## src/rtl/crc_engine.sv

```systemverilog
// crc_engine: bit-serial CRC generator / checker with a beat-level valid/ready
// input and a held result output.
//
// Handshakes: a transfer happens on a rising clk edge where valid & ready are
// both high. The source holds valid and its data stable until that edge.
// s_ready is high only in IDLE. m_valid is high only in DONE. The result
// fields stay frozen until m_ready is seen.
//
// Optional feature: define CRC_ERRCNT_EN to add the 16-bit saturating err_cnt
// output. It counts check-mode results that report a CRC error.
module crc_engine #(
  parameter int             CRC_W  = 3,
  parameter logic [CRC_W-1:0] POLY = 3'b011,
  parameter int             DATA_W = 4,
  parameter logic [CRC_W-1:0] INIT = '0
) (
  input  logic              clk,
  input  logic              rst_n,
  input  logic              s_valid,
  output logic              s_ready,
  input  logic [DATA_W-1:0] s_data,
  input  logic              s_first,
  input  logic              s_last,
  input  logic              mode,
  input  logic [CRC_W-1:0]  crc_in,
  output logic              m_valid,
  input  logic              m_ready,
  output logic [CRC_W-1:0]  crc_out,
  output logic              crc_error
`ifdef CRC_ERRCNT_EN
  ,
  output logic [15:0]       err_cnt
`endif
);

  localparam int MAX_W = (DATA_W > CRC_W) ? DATA_W : CRC_W;
  localparam int CNT_W = $clog2(MAX_W + 1);
  localparam logic [CNT_W-1:0] SHIFT_LAST = CNT_W'(DATA_W - 1);
  localparam logic [CNT_W-1:0] FLUSH_LAST = CNT_W'(CRC_W - 1);

  typedef enum logic [1:0] {
    IDLE  = 2'd0,
    SHIFT = 2'd1,
    FLUSH = 2'd2,
    DONE  = 2'd3
  } state_t;

  state_t            state;
  state_t            state_next;
  logic [CRC_W-1:0]  rem;
  logic [CRC_W-1:0]  rem_next;
  logic [DATA_W-1:0] data_sh;
  logic [CRC_W-1:0]  chk_sh;
  logic [CNT_W-1:0]  cnt;
  logic              last_q;
  logic              mode_q;
  logic              frame_open;
  logic              bit_in;

  assign s_ready = (state == IDLE);
  assign m_valid = (state == DONE);

  // One LFSR step: data bits in SHIFT, zeros or received CRC bits in FLUSH.
  always_comb begin
    bit_in   = (state == FLUSH) ? chk_sh[CRC_W-1] : data_sh[DATA_W-1];
    rem_next = {rem[CRC_W-2:0], bit_in} ^ (rem[CRC_W-1] ? POLY : '0);
  end

  // State register.
  always_ff @(posedge clk or negedge rst_n) begin
    if (!rst_n) state <= IDLE;
    else        state <= state_next;
  end

  // Next-state logic. Non-last beats go back to IDLE with the frame still open.
  always_comb begin
    state_next = state;
    case (state)
      IDLE:    if (s_valid) state_next = SHIFT;
      SHIFT:   if (cnt == SHIFT_LAST) state_next = last_q ? FLUSH : IDLE;
      FLUSH:   if (cnt == FLUSH_LAST) state_next = DONE;
      DONE:    if (m_ready) state_next = IDLE;
      default: state_next = IDLE;
    endcase
  end

  // Datapath: beat capture, serial remainder update and result latching.
  always_ff @(posedge clk or negedge rst_n) begin
    if (!rst_n) begin
      rem        <= INIT;
      data_sh    <= '0;
      chk_sh     <= '0;
      cnt        <= '0;
      last_q     <= 1'b0;
      mode_q     <= 1'b0;
      frame_open <= 1'b0;
      crc_out    <= '0;
      crc_error  <= 1'b0;
    end else begin
      case (state)
        IDLE: begin
          if (s_valid) begin
            data_sh    <= s_data;
            last_q     <= s_last;
            mode_q     <= mode;
            chk_sh     <= mode ? crc_in : '0;
            cnt        <= '0;
            frame_open <= 1'b1;
            // A new first beat drops any partial frame; a stray beat opens one.
            if (s_first || !frame_open) rem <= INIT;
          end
        end
        SHIFT: begin
          rem     <= rem_next;
          data_sh <= data_sh << 1;
          cnt     <= (cnt == SHIFT_LAST) ? '0 : cnt + 1'b1;
        end
        FLUSH: begin
          rem    <= rem_next;
          chk_sh <= chk_sh << 1;
          cnt    <= (cnt == FLUSH_LAST) ? '0 : cnt + 1'b1;
          if (cnt == FLUSH_LAST) begin
            crc_out   <= mode_q ? '0 : rem_next;
            crc_error <= mode_q && (rem_next != '0);
          end
        end
        DONE: begin
          if (m_ready) frame_open <= 1'b0;
        end
        default: ;
      endcase
    end
  end

`ifdef CRC_ERRCNT_EN
  // Saturating count of failed check results, counted at the result handshake.
  always_ff @(posedge clk or negedge rst_n) begin
    if (!rst_n) begin
      err_cnt <= '0;
    end else if ((state == DONE) && m_ready && mode_q && crc_error &&
                 (err_cnt != 16'hFFFF)) begin
      err_cnt <= err_cnt + 16'd1;
    end
  end
`endif

endmodule

```

## config.mk

```make
export PLATFORM = sky130hd
export DESIGN_NAME = crc_engine
export DESIGN_NICKNAME = d
export VERILOG_FILES = /design/src/rtl/crc_engine.sv
export SDC_FILE = /design/constraint.sdc
export NUM_CORES = 1
export LEC_CHECK = 0
export ABC_AREA = 1
export CAP_MARGIN = 20
export CORE_MARGIN = 5
export CORE_UTILIZATION = 47
export CTS_CLUSTER_SIZE = 16
export DETAILED_ROUTE_END_ITERATION = 6
export GPL_TIMING_DRIVEN = 0
export PLACE_DENSITY = 0.85
export SYNTH_ARGS = -nofsm -noshare
export SYNTH_HDL_FRONTEND = slang
export SYNTH_SLANG_ARGS = --single-unit
```

## constraint.sdc

```tcl
create_clock -name clk -period 1.47 [get_ports clk]
set_clock_uncertainty 0.1 [all_clocks]
set_input_delay 0.2205 -clock clk [delete_from_list [all_inputs] [get_ports clk]]
set_output_delay 0.2205 -clock clk [all_outputs]
set_load 0.02 [all_outputs]
```

After elaboration in Yosys (flattened, before gate mapping):

Index checks and enable logic that the tools add are counted.

* register bits: 22
* input port bits: 14
* output and inout bits: 6
* logic and storage cells: 65

* add/subtract/negate cells: 1
* eq/ne operators: 10
* muxes and demuxes: 24
* bitwise operators: 1
* reduce and logical (&&, ||, !) cells: 19

Operators by type and width (count)
* $mux W3: 8
* $mux W2: 6
* $pmux W3 S2: 2
* $reduce_and A2 Y1: 5
* $pmux W3 S3: 1
* $pmux W2 S4: 1
* $pmux W4 S2: 1
* $reduce_bool A2 Y1: 4
* $eq A3 B2 Y1 const B: 2
* $ne A2 B1 Y1 const B: 3
* $reduce_and A3 Y1: 2
* $reduce_bool A3 Y1: 2
* $eq A2 B2 Y1 const B: 2
* $mux W4: 1
* $ne A2 B2 Y1 const B: 2
* $reduce_and A4 Y1: 1
* $add A3 B1 Y3 const B: 1
* $mux W1: 3
* $xor A3 B2 Y3: 1
* $eq A2 B1 Y1 const B: 1
* $logic_not A2 Y1: 1
* $pmux W1 S2: 1
* $reduce_or A2 Y1: 1
* $logic_and A1 B1 Y1: 1
* 2 further kinds: 2

Logic depth before layout (Yosys ltp):

* word-level depth: 5
* depth in mapped cells: 10
* mapped depth without buffers: 10

Worst setup path after synthesis:

Ideal clock, no wire load.

* path kind: register -> register
* start: register state[0]
* end: register rem[0]
* setup time: 0.116 ns
* data arrival time: 1.477 ns
* required time: 1.254 ns
* slack: -0.224 ns
* stages on the path, launching flop included: 9
* path buffers: 0
* period minus slack after synthesis: 1.694 ns
* cells stage by stage: dfrtp_1 inv_1 ha_1 nand2_4 inv_4 nand2_4 o21ai_2 or2_1 nand2_1

* elaborated cells on any way between the ends: 11
* those cells by class: eq/ne (4); mux (2); bitwise (1); reduce/logical (4)

RTL lines
* from (decl): RTL line 48 `state_t state;`
* from (signal assigned): RTL line 72 `else state <= state_next;`
* $logic_not A2 Y1 *
* net s_ready: RTL line 20 `output logic s_ready,`
* $ne A2 B1 Y1 (no source line) (tied with other cells)
* $reduce_and A3 Y1 (no source line)
* to (signal assigned): RTL line 114 `rem <= rem_next;`
* to (signal assigned): RTL line 119 `rem <= rem_next;`
* to (decl): RTL line 50 `logic [CRC_W-1:0] rem;`

Mark *: on every way through the listed nets, which the timed path passes. The rest lies on a longest branch.
A chain may end at the register's enable or synchronous reset.

Worst setup path in the final report:

* start: register state[0]
* end: register chk_sh[2]

* cells in the longest elaborated chain, start to end: 3
* elaborated cells on any way between the ends: 6
* those cells by class: eq/ne (2); mux (1); reduce/logical (3)

RTL lines
* $eq A2 B2 Y1 / $logic_not A2 Y1 (equally long branches): RTL line 100 `case (state)`
* $reduce_bool A2 Y1 (no source line) / $ne A2 B2 Y1 (equally long branches)
* $reduce_and A2 Y1 (no source line)
* to (signal assigned): RTL line 106 `chk_sh <= mode ? crc_in : '0;`
* to (signal assigned): RTL line 120 `chk_sh <= chk_sh << 1;`
* to (decl): RTL line 53 `logic [CRC_W-1:0] chk_sh;`

Several ways; a longest one is shown, not always the timed one.

==> results.sh <==
export IMPL_drive_above_1_share_pct=28.7
export IMPL_syn_inst=155
export IMPL_max_slew_margin_pct=72.2
export IMPL_die_h_um=60.6
export IMPL_setup_worst_path_end_class="flip-flop"
export IMPL_vias=1135
export IMPL_place_gp_congestion=0.770
export IMPL_cp_buffers_inverters=2
export IMPL_ys_warn_count=0
export IMPL_grt_pass1_wl_um=4550
export IMPL_grt_start_max_net_pins=23
export IMPL_met3_usage_pct=4.04
export IMPL_synth_seq_cells=22
export IMPL_first_pass_iters=4
export IMPL_cts_buffers=3
export IMPL_crit_family="flip-flops"
export IMPL_total_leakage_power_nw=0.827
export IMPL_worstSetupPathType="reg -> reg"
export IMPL_multiInputGateArea_um2=716
export IMPL_grtUsageMet2_pct=27.8
export IMPL_cp_startpoint="state[0]"
export IMPL_die_width_um=60.6
export IMPL_post_drt_wl_per_cell_um=14.5
export IMPL_critPathMaxFanout=6
export IMPL_min_path_type="in -> async"
export IMPL_cp_slowest_cell="dfrtp_2"
export IMPL_dp_cells=204
export IMPL_fin_nets=211
export IMPL_max_vdd_ir_drop_uv=1450
export IMPL_ys_seq_area_share_pct=45.8
export IMPL_period_needed_ps=1550
export IMPL_grtUsageMet1_pct=20.5
export IMPL_clock_path_buffers=2
export IMPL_h_tree_depth=1
export IMPL_final_antenna_net_count=0
export IMPL_p_total_w=0.00355
export IMPL_syn2layout_area_growth_pct=43.5
export IMPL_drc=0
export IMPL_grt_overflow=0
export IMPL_start_util_pct=48.9
export IMPL_finalHoldViolCount=0
export IMPL_start_kind="flip-flop"
export IMPL_syn_num_nets=177
export IMPL_fin_cells=218
export IMPL_clk_latency_ps=340
export IMPL_ioPinCount=20
export IMPL_synth_area_um2=1200
export IMPL_violations="negative setup slack"
export IMPL_coreArea_um2=2450
export IMPL_slowest_delay_ps=490
export IMPL_period_share_pct=105
export IMPL_grt_pass1_vias=1081
export IMPL_rows=18
export IMPL_rr_startpoint="state[0]"
export IMPL_critPathArrivalTime_ps=1710
export IMPL_vias_per_cell=5.21
export IMPL_ys_types=16
export IMPL_power_density_nw_per_um2=2060
export IMPL_final_util_pct=70.2
export IMPL_outcome="finished, violations left"
export IMPL_diodes=0
export IMPL_grtUsageTotal_pct=16.6
export IMPL_cts_tree="done"
export IMPL_io_buffers=19
export IMPL_dieArea_um2=3670
export IMPL_required_ps=1630
export IMPL_clock_root_buffer="clkbuf_4"
export IMPL_clk_pin_slew_ps=140
export IMPL_path_cells="inv_4 -> ha_4 -> buf_4 -> o21ai_4 -> nor2_1 -> a31oi_1"
export IMPL_setup_viol=11
export IMPL_cap_violations=0
export IMPL_grt_busiest_layer="met2"
export IMPL_routed_wl_um=3170
export IMPL_cts_sinks=22
export IMPL_seqCellArea_um2=552
export IMPL_drt_iter0_markers=27
export IMPL_rrSetupSlack_ps=-80
export IMPL_antenna_found_initial=0
export IMPL_rsz0062_at_grt="yes"
export IMPL_drv_slew=0
export IMPL_synth_area_per_cell_um2=7.75
export IMPL_fill_cells=185
export IMPL_max_freq_mhz=645
export IMPL_holdWs_ps=58.4
export IMPL_place_ws_ps=-281
export IMPL_tightest_slew_ps=416
export IMPL_place_hpwl_um=1880
export IMPL_worst_slack_ps=-79.6
## where the power goes
part	internal (W)	switching, W
combinational	0.000860	0.00128
clock	0.000152	0.000214
sequential	0.000859	0.000189
total	0.00187	0.00168
## state kept, by name (all words and copies together) (netlist names), named ones only
name and flops:
cnt 3, last_q 1, crc_out 3, data_sh 4
state 1, mode_q 1, frame_open 1, chk_sh 3
rem 3, crc_error 1
## repair_timing
action | in CTS | in global routing
resized for setup | 32 | 37
endpoints found under the setup margin | 25 | 21
buffers inserted | 5 | 4
hold buffers | 0 | 0
pin swaps | 3 | 12
## path summary, 6_finish.rpt
kind | to | depth (start not counted)
setup / recovery | chk_sh[2] | 6
max in group asynchronous | cnt[0] | 2
hold / removal | crc_out[2] | 1
hold reg to reg | crc_out[1] | 2
setup reg to reg | chk_sh[2] | 6
min in group clk | last_q | 3
## cells by family (layout without fill, tap and decap cells)
| group | after synthesis | after routing | synth area share (%) |
|---|---|---|---|
| fa+ha+maj | 8 | 8 | 8.33 |
| compound gates | 24 | 24 | 11.4 |
| flops | 22 | 22 | 45.8 |
| buf+inv | 25 | 58 | 8.02 |
| simple gates | 76 | 76 | 26.5 |
## Yosys cell counts, drive strengths merged
cell type,instances,share of area (%)
a31oi,4,2.1
nand2,53,18
o21ai,16,7.6
ha,8,8.3
nor2,12,3.7
or2,1,0.52
nand4,2,1.0
dfrtp,22,46
nand3,8,3.3
inv,25,8.0
a21oi,4,1.7
## through the flow
stage	cell area, um^2	setup TNS [ps]
3_3_place_gp	1440	-3200
5_1_grt	1720	-1580
6_report	1720	-430
4_1_cts	1560	-125
2_1_floorplan	1210	0
3_5_place_dp	1440	-4570
## cells in the final DEF (no fill, tap or decap)
master	instances
o21ai_2	3
ha_1	4
nand3_2	2
dfrtp_2	1
a21oi_1	1
nand2_2	7
o21ai_4	3
nand2_4	3
nor2_4	2
nand4_1	2
clkbuf_8	1
nor2_1	10
nand2_1	42
o21ai_1	6
clkdlybuf4s50_1	13
buf_4	8
clkbuf_4	3
inv_6	2
nand3_1	6
a31oi_1	4
dfrtp_1	21
or2_1	1
buf_6	3
a21oi_2	3
o21ai_0	4
ha_4	4
inv_4	2
dlygate4sd2_1	4
inv_2	5
inv_1	16
buf_8	1
nand2_8	1
## per-layer routing
metal | share of wire (%) | routed length [um]
met1 | 42 | 1340
met2 | 50 | 1580
met3 | 4.0 | 127
met4 | 3.8 | 121
met5 | 0 | 0
## cell type report
cell class | instances | share of cell area (%)
Timing Repair Buffer | 29 | 15.9
Tap cell | 30 | 2.18
Inverter | 25 | 6.31
Sequential cell | 22 | 32.0
Multi-Input combinational cell | 108 | 41.5
Clock buffer | 4 | 2.10
Power figures use the tool's default switching activity.
